## config.mk

```make
export PLATFORM = sky130hd
export DESIGN_NAME = serial_subtractor
export DESIGN_NICKNAME = d
export VERILOG_FILES = /design/src/rtl/serial_subtractor.sv
export SDC_FILE = /design/constraint.sdc
export NUM_CORES = 1
export LEC_CHECK = 0
export BUFFER_PORTS_ARGS = -buffer_cell sky130_fd_sc_hd__buf_2
export CAP_MARGIN = 25
export CORE_MARGIN = 2
export CORE_UTILIZATION = 35
export DETAILED_ROUTE_END_ITERATION = 10
export PLACE_DENSITY = 0.58
export SLEW_MARGIN = 10
export SYNTH_ARGS = -nofsm -noshare
export SYNTH_HDL_FRONTEND = slang
export SYNTH_SLANG_ARGS = --single-unit
export TNS_END_PERCENT = 10
```

## constraint.sdc

```tcl
create_clock -name clk -period 3.8 [get_ports clk]
set_clock_uncertainty 0.2 [all_clocks]
set_input_delay 0.57 -clock clk [delete_from_list [all_inputs] [get_ports clk]]
set_output_delay 0.57 -clock clk [all_outputs]
set_load 0.03 [all_outputs]
```

## src/rtl/serial_subtractor.sv

```systemverilog
// rtl/serial_subtractor.sv - bit-serial A - B - Bin, LSB first; SERIAL_SUB_OVF_EN adds the OVF port
module serial_subtractor #(
  parameter int WIDTH = 8
) (
  input  logic             clk,
  input  logic             rst,
  input  logic             start,
  input  logic [WIDTH-1:0] A,
  input  logic [WIDTH-1:0] B,
  input  logic             Bin,
  output logic             ready,
  output logic [WIDTH-1:0] D,
  output logic             Bout,
  output logic             valid,
  input  logic             ack
`ifdef SERIAL_SUB_OVF_EN
  ,
  output logic             OVF
`endif
);

  localparam int CW = (WIDTH > 1) ? $clog2(WIDTH) : 1;

  typedef enum logic [1:0] {
    S_IDLE = 2'd0,
    S_RUN  = 2'd1,
    S_DONE = 2'd2
  } state_t;

  state_t           state_q;
  logic [WIDTH-1:0] a_q;
  logic [WIDTH-1:0] b_q;
  logic [WIDTH-1:0] res_q;
  logic [WIDTH-1:0] res_d;
  logic [WIDTH-1:0] d_q;
  logic [CW-1:0]    cnt_q;
  logic             br_q;
  logic             br_d;
  logic             diff_bit;
  logic             last_bit;
  logic             bout_q;
  logic             valid_q;
`ifdef SERIAL_SUB_OVF_EN
  logic             ovf_q;
`endif

  // Full-subtractor cell on the current LSBs plus the running borrow
  always_comb begin
    diff_bit = a_q[0] ^ b_q[0] ^ br_q;
    br_d     = (~a_q[0] & b_q[0]) | (~(a_q[0] ^ b_q[0]) & br_q);
    res_d    = (res_q >> 1) | (WIDTH'(diff_bit) << (WIDTH - 1));
    last_bit = (cnt_q == CW'(WIDTH - 1));
  end

  // Control FSM with operand/result shifting and registered outputs
  always_ff @(posedge clk) begin
    if (rst) begin
      state_q <= S_IDLE;
      a_q     <= '0;
      b_q     <= '0;
      res_q   <= '0;
      d_q     <= '0;
      cnt_q   <= '0;
      br_q    <= 1'b0;
      bout_q  <= 1'b0;
      valid_q <= 1'b0;
`ifdef SERIAL_SUB_OVF_EN
      ovf_q   <= 1'b0;
`endif
    end else begin
      case (state_q)
        S_IDLE: begin
          if (start) begin
            a_q     <= A;
            b_q     <= B;
            br_q    <= Bin;
            cnt_q   <= '0;
            state_q <= S_RUN;
          end
        end
        S_RUN: begin
          a_q   <= a_q >> 1;
          b_q   <= b_q >> 1;
          res_q <= res_d;
          br_q  <= br_d;
          cnt_q <= cnt_q + 1'b1;
          if (last_bit) begin
            // br_q here is the borrow into the MSB; br_d is the borrow out
            d_q     <= res_d;
            bout_q  <= br_d;
`ifdef SERIAL_SUB_OVF_EN
            ovf_q   <= br_q ^ br_d;
`endif
            valid_q <= 1'b1;
            state_q <= S_DONE;
          end
        end
        S_DONE: begin
          if (ack) begin
            valid_q <= 1'b0;
            state_q <= S_IDLE;
          end
        end
        default: begin
          valid_q <= 1'b0;
          state_q <= S_IDLE;
        end
      endcase
    end
  end

  assign ready = (state_q == S_IDLE);
  assign valid = valid_q;
  assign D     = d_q;
  assign Bout  = bout_q;
`ifdef SERIAL_SUB_OVF_EN
  assign OVF   = ovf_q;
`endif

endmodule

```

After elaboration in Yosys (flattened, before gate mapping)
Index checks and enable logic that the tools add are counted.
Storage, ports and cells
  memories kept: 0
  bits in latches: 0
  register bits after elaboration: 40
  bits in read-only memories: 0
  RAM bits: 0
  output and inout bits: 11
  input bits: 21
  word-level logic and storage cells: 46
Operators by class
  add/sub/neg operators: 1
  equal/unequal tests: 6
  $mul: 0
  bitwise logic cells: 9
  reduce and logical (&&, ||, !) cells: 6
  div/mod/pow operators: 0
  mux-type cells: 15
  shifts and indexed selects: 0
  magnitude comparators: 0
Operators with widths (number)
  8-bit case mux with 2 select lines: 2
  8-bit two-way mux: 2
  7-bit by 8-bit bitwise OR with 8-bit output: 1
  2-bit two-way mux: 3
  2-bit inequality test (second input constant): 3
  2-bit case mux with 3 select lines: 1
  3-bit case mux with 2 select lines: 1
  3-bit AND reduction: 2
  2-bit AND reduction: 2
  3-bit by 1-bit adder with 3-bit output (second input constant): 1
  3-bit == test (second input constant): 1
  1-bit two-way mux: 3
  3-bit two-way mux: 1
  1-bit inverter: 3
  1-bit case mux with 3 select lines: 1
  1-bit bitwise AND: 2
  2-bit by 1-bit == test with 1-bit output (second input constant): 1
  2-bit == test (second input constant): 1
  2-bit zero test: 1
  1-bit case mux with 2 select lines: 1
  2-bit nonzero test: 1
  1-bit bitwise XOR: 2
  1-bit bitwise OR: 1

Depth between registers and ports, before layout
  depth in word-level cells: 5
  mapped depth: 6
  depth with buffers taken out: 5

Worst setup path before layout
No wires, ideal clock.
  path kind: reg-to-output
  start point: reg state_q[0]
  end point: out ready
  arrival: 995 ps
  setup slack: 2035 ps
  required time: 3030 ps
  stages on the path, launching flop included: 4
  buffers on the path: 2
  path through: dfxtp_1 > buf_6 > buf_4 > nor2_1
Between the ends
  word-level cells in the longest chain between the ends: 1
Ends and longest elaborated chain
  from (decl): RTL line 30  | state_t state_q;
  from (signal assigned): RTL line 58  | state_q <= S_IDLE;
  from (signal assigned): RTL line 78  | state_q <= S_RUN;
  from (signal assigned): RTL line 95  | state_q <= S_DONE;
  2-bit zero test: RTL line 112  | assign ready = (state_q == S_IDLE);
  to (decl): RTL line 11  | output logic ready,
Every way passes these cells.

Worst setup path in the final report
Same ends and word-level chain as after synthesis.

==> results.py <==
metrics = {
    "outcome": {
        "status": "finished clean",
    },
    "global_routing": {
        "grt_pass1_wl_um": 6200,
        "grt-ovfl-total": 0,
        "grt_max_degree": 40,
        "antenna_found_initial": 0,
        "grt_usage_pct": 14.7,
        "grt_pass1_vias": 1408,
    },
    "hold_path": {
        "min_path_type": "flip-flop to flip-flop",
    },
    "worst_setup_path": {
        "crit_fanout": 16,
        "cp-end-kind": "output port",
        "start_kind": "flip-flop",
        "critPathKind": "flip-flop to output port",
        "cp.required_ns": 3.03,
        "arrival_ns": 1.37,
        "ff2ff_setup_slack_ns": 1.80,
    },
    "clock_tree": {
        "cts_buffers": 5,
        "cts-resized-gates": 0,
        "cts_max_level": 2,
        "path_clk_slew_ns": 0.08,
        "postCtsSetupBuffers": 0,
        "clock_latency_ns": 0.29,
        "clk_path_buf_depth": 2,
        "holdBufCountCts": 0,
        "cts_tree": "done",
        "cts_root_buffer": "clkbuf_8",
        "cts.sinks": 39,
    },
    "place": {
        "port_buffers": 31,
        "globalplace.congestion": 0.718,
        "post-dp-hpwl_um": 2290,
    },
    "route": {
        "initialDrtViolationCount": 92,
        "wl_per_cell_um": 12.9,
        "viasPerCell": 5.01,
        "drc_errors": 0,
        "via_count": 1358,
        "wirelength_um": 3500,
        "ant_nets": 0,
        "first_pass_iters": 4,
    },
    "yosys": {
        "synthCells": 192,
        "syn-num-nets": 216,
        "synth_area_per_cell_sq_um": 8.76,
        "yosys_warnings": 0,
        "yosysTopAreaCell": "dfxtp_1",
        "async_reset_ff_share_pct": 0,
        "synth-seq-area-share_pct": 46.4,
        "ys_seq_elements": 39,
        "dominantRegCellSynth": "dfxtp_1",
        "synth_edf_count": 0,
        "synth_cell_types": 33,
        "synth_area_sq_mm": 0.00168,
        "synth_area_leaders": "dfxtp_1 (46%), nor2_1 (7.4%), nand2_1 (6.7%)",
        "synth_top_area_share_pct": 46.4,
    },
    "power_and_ir_drop": {
        "p_leak_uw": 0.000752,
        "p_per_area_mw_per_mm2": 460,
        "ir_drop_mv": 0.248,
    },
    "timing": {
        "setup_viol": 0,
        "final_hold_viol_count": 0,
        "hold-worst-slack_ns": 0.252,
        "rsz0062_at_grt": "no",
        "drv_slew": 0,
        "tightestPinTransition_ns": 0.779,
        "slew_headroom_pct": 47.9,
        "period_share_pct": 56.4,
        "clock.fmax_mhz": 466,
        "fin_tns_setup_ns": 0,
        "finalCriticalPeriod_ns": 2.14,
    },
    "die": {
        "fp.dieH_um": 73.3,
        "start_util_pct": 35.9,
        "rows": 25,
        "die_area_sq_mm": 0.00538,
        "fp.dieW_um": 73.3,
        "io_pins": 32,
        "design.core.area_sq_mm": 0.00469,
    },
    "finish": {
        "mostFrequentLayoutCells": "dfxtp_1 (39), nor2_1 (33), buf_2 (31), nand2_1 (30), a21oi_1 (18)",
        "areaGrowthSynthToFinish_pct": 14.1,
        "final_common_cell": "dfxtp_1",
        "antennaDiodeCount": 0,
        "num-nets-final": 240,
        "drive_gt1_share_pct": 21.7,
    },
    "flow_run": {
        "cap_violations": 0,
    },
}
==> cell families (layout without fill, tap and decap cells) <==
group                    count (synthesis)  in the layout  share of synthesized area [%]
AND/OR/NAND/NOR                         73             73                           18.5
AO/OA/AOI/OAI                           57             57                           24.7
flip-flops                              39             39                           46.4
buffers and inverters                   19             44                           7.14
adder cells (fa/ha/maj)                  3              3                           2.68
multiplexers                             1              1                          0.595
==> synthesized netlist by cell type (2+ instances only) <==
| cell type | number |
|---|---|
| nand4_1 | 2 |
| o22ai_1 | 2 |
| o2bb2ai_1 | 12 |
| o21ai_0 | 4 |
| buf_2 | 3 |
| a21oi_1 | 18 |
| buf_6 | 2 |
| buf_4 | 5 |
| a211oi_1 | 14 |
| ha_1 | 2 |
| nor2_1 | 33 |
| a22oi_1 | 2 |
| clkbuf_1 | 4 |
| nand2_1 | 30 |
| dfxtp_1 | 39 |
| nand2b_1 | 2 |
| inv_1 | 2 |
==> metrics by stage <==
step | std cells | worst slack [ns] | power (uW) | utilization [%] | area, sq um
after floorplan | 192 | 2.04 | 530 | - | 1680
after detailed placement | 263 | 1.81 | 551 | 38.5 | 1810
after CTS | 271 | 1.65 | 892 | 40.9 | 1920
final | 271 | 1.66 | 883 | 40.9 | 1920
after global placement | 263 | 1.86 | 549 | 38.5 | 1810
after global routing | 271 | 1.57 | 926 | 40.9 | 1920
==> cell type report <==
class                      count  area, sq um
multi-input combinational    134          782
fill                         503         2770
inverter                       4         15.0
timing repair buffer          32          163
clock inverter                 3         43.8
sequential                    39          781
tap                           54         67.6
clock buffer                   5         68.8
==> metal layers <==
| metal | share of wire [%] | vias up | GRT usage [%] |
|---|---|---|---|
| li1 | - | 713 | - |
| met1 | 49 | 621 | 18.2 |
| met2 | 47 | 22 | 25.3 |
| met3 | 3.1 | 2 | 3.57 |
| met4 | 0.34 | 0 | 4.24 |
| met5 | 0 | - | 0 |
==> flip-flops by register name, indices dropped and copies added (netlist names) <==
name / flops
b_q: 8
valid: 1
cnt_q: 3
br_q: 1
Bout: 1
res_q: 7
D: 8
state_q: 2
a_q: 8
==> worst max-delay path, stage by stage, from the launching register on <==
cell     delay, ns
dfxtp_1       0.54
buf_4         0.29
nor2_1        0.08
buf_2         0.19
==> power breakdown <==
group	switching, uW	internal [uW]	total (uW)
registers	13.2	429	442
logic	56.8	40.9	97.7
clock network	148	195	343
total	218	666	883
==> path summary, 6_finish.rpt <==
check	from	to	depth (start not counted)
max	state_q[0]$_SDFFE_PP0P_	ready	3
max reg2reg	state_q[0]$_SDFFE_PP0P_	a_q[4]$_SDFFE_PP0P_	4
min reg2reg	D[6]$_SDFFE_PP0P_	D[6]$_SDFFE_PP0P_	2
min	D[6]$_SDFFE_PP0P_	D[6]$_SDFFE_PP0P_	2
Note: power is estimated with default switching activity, not from simulation.
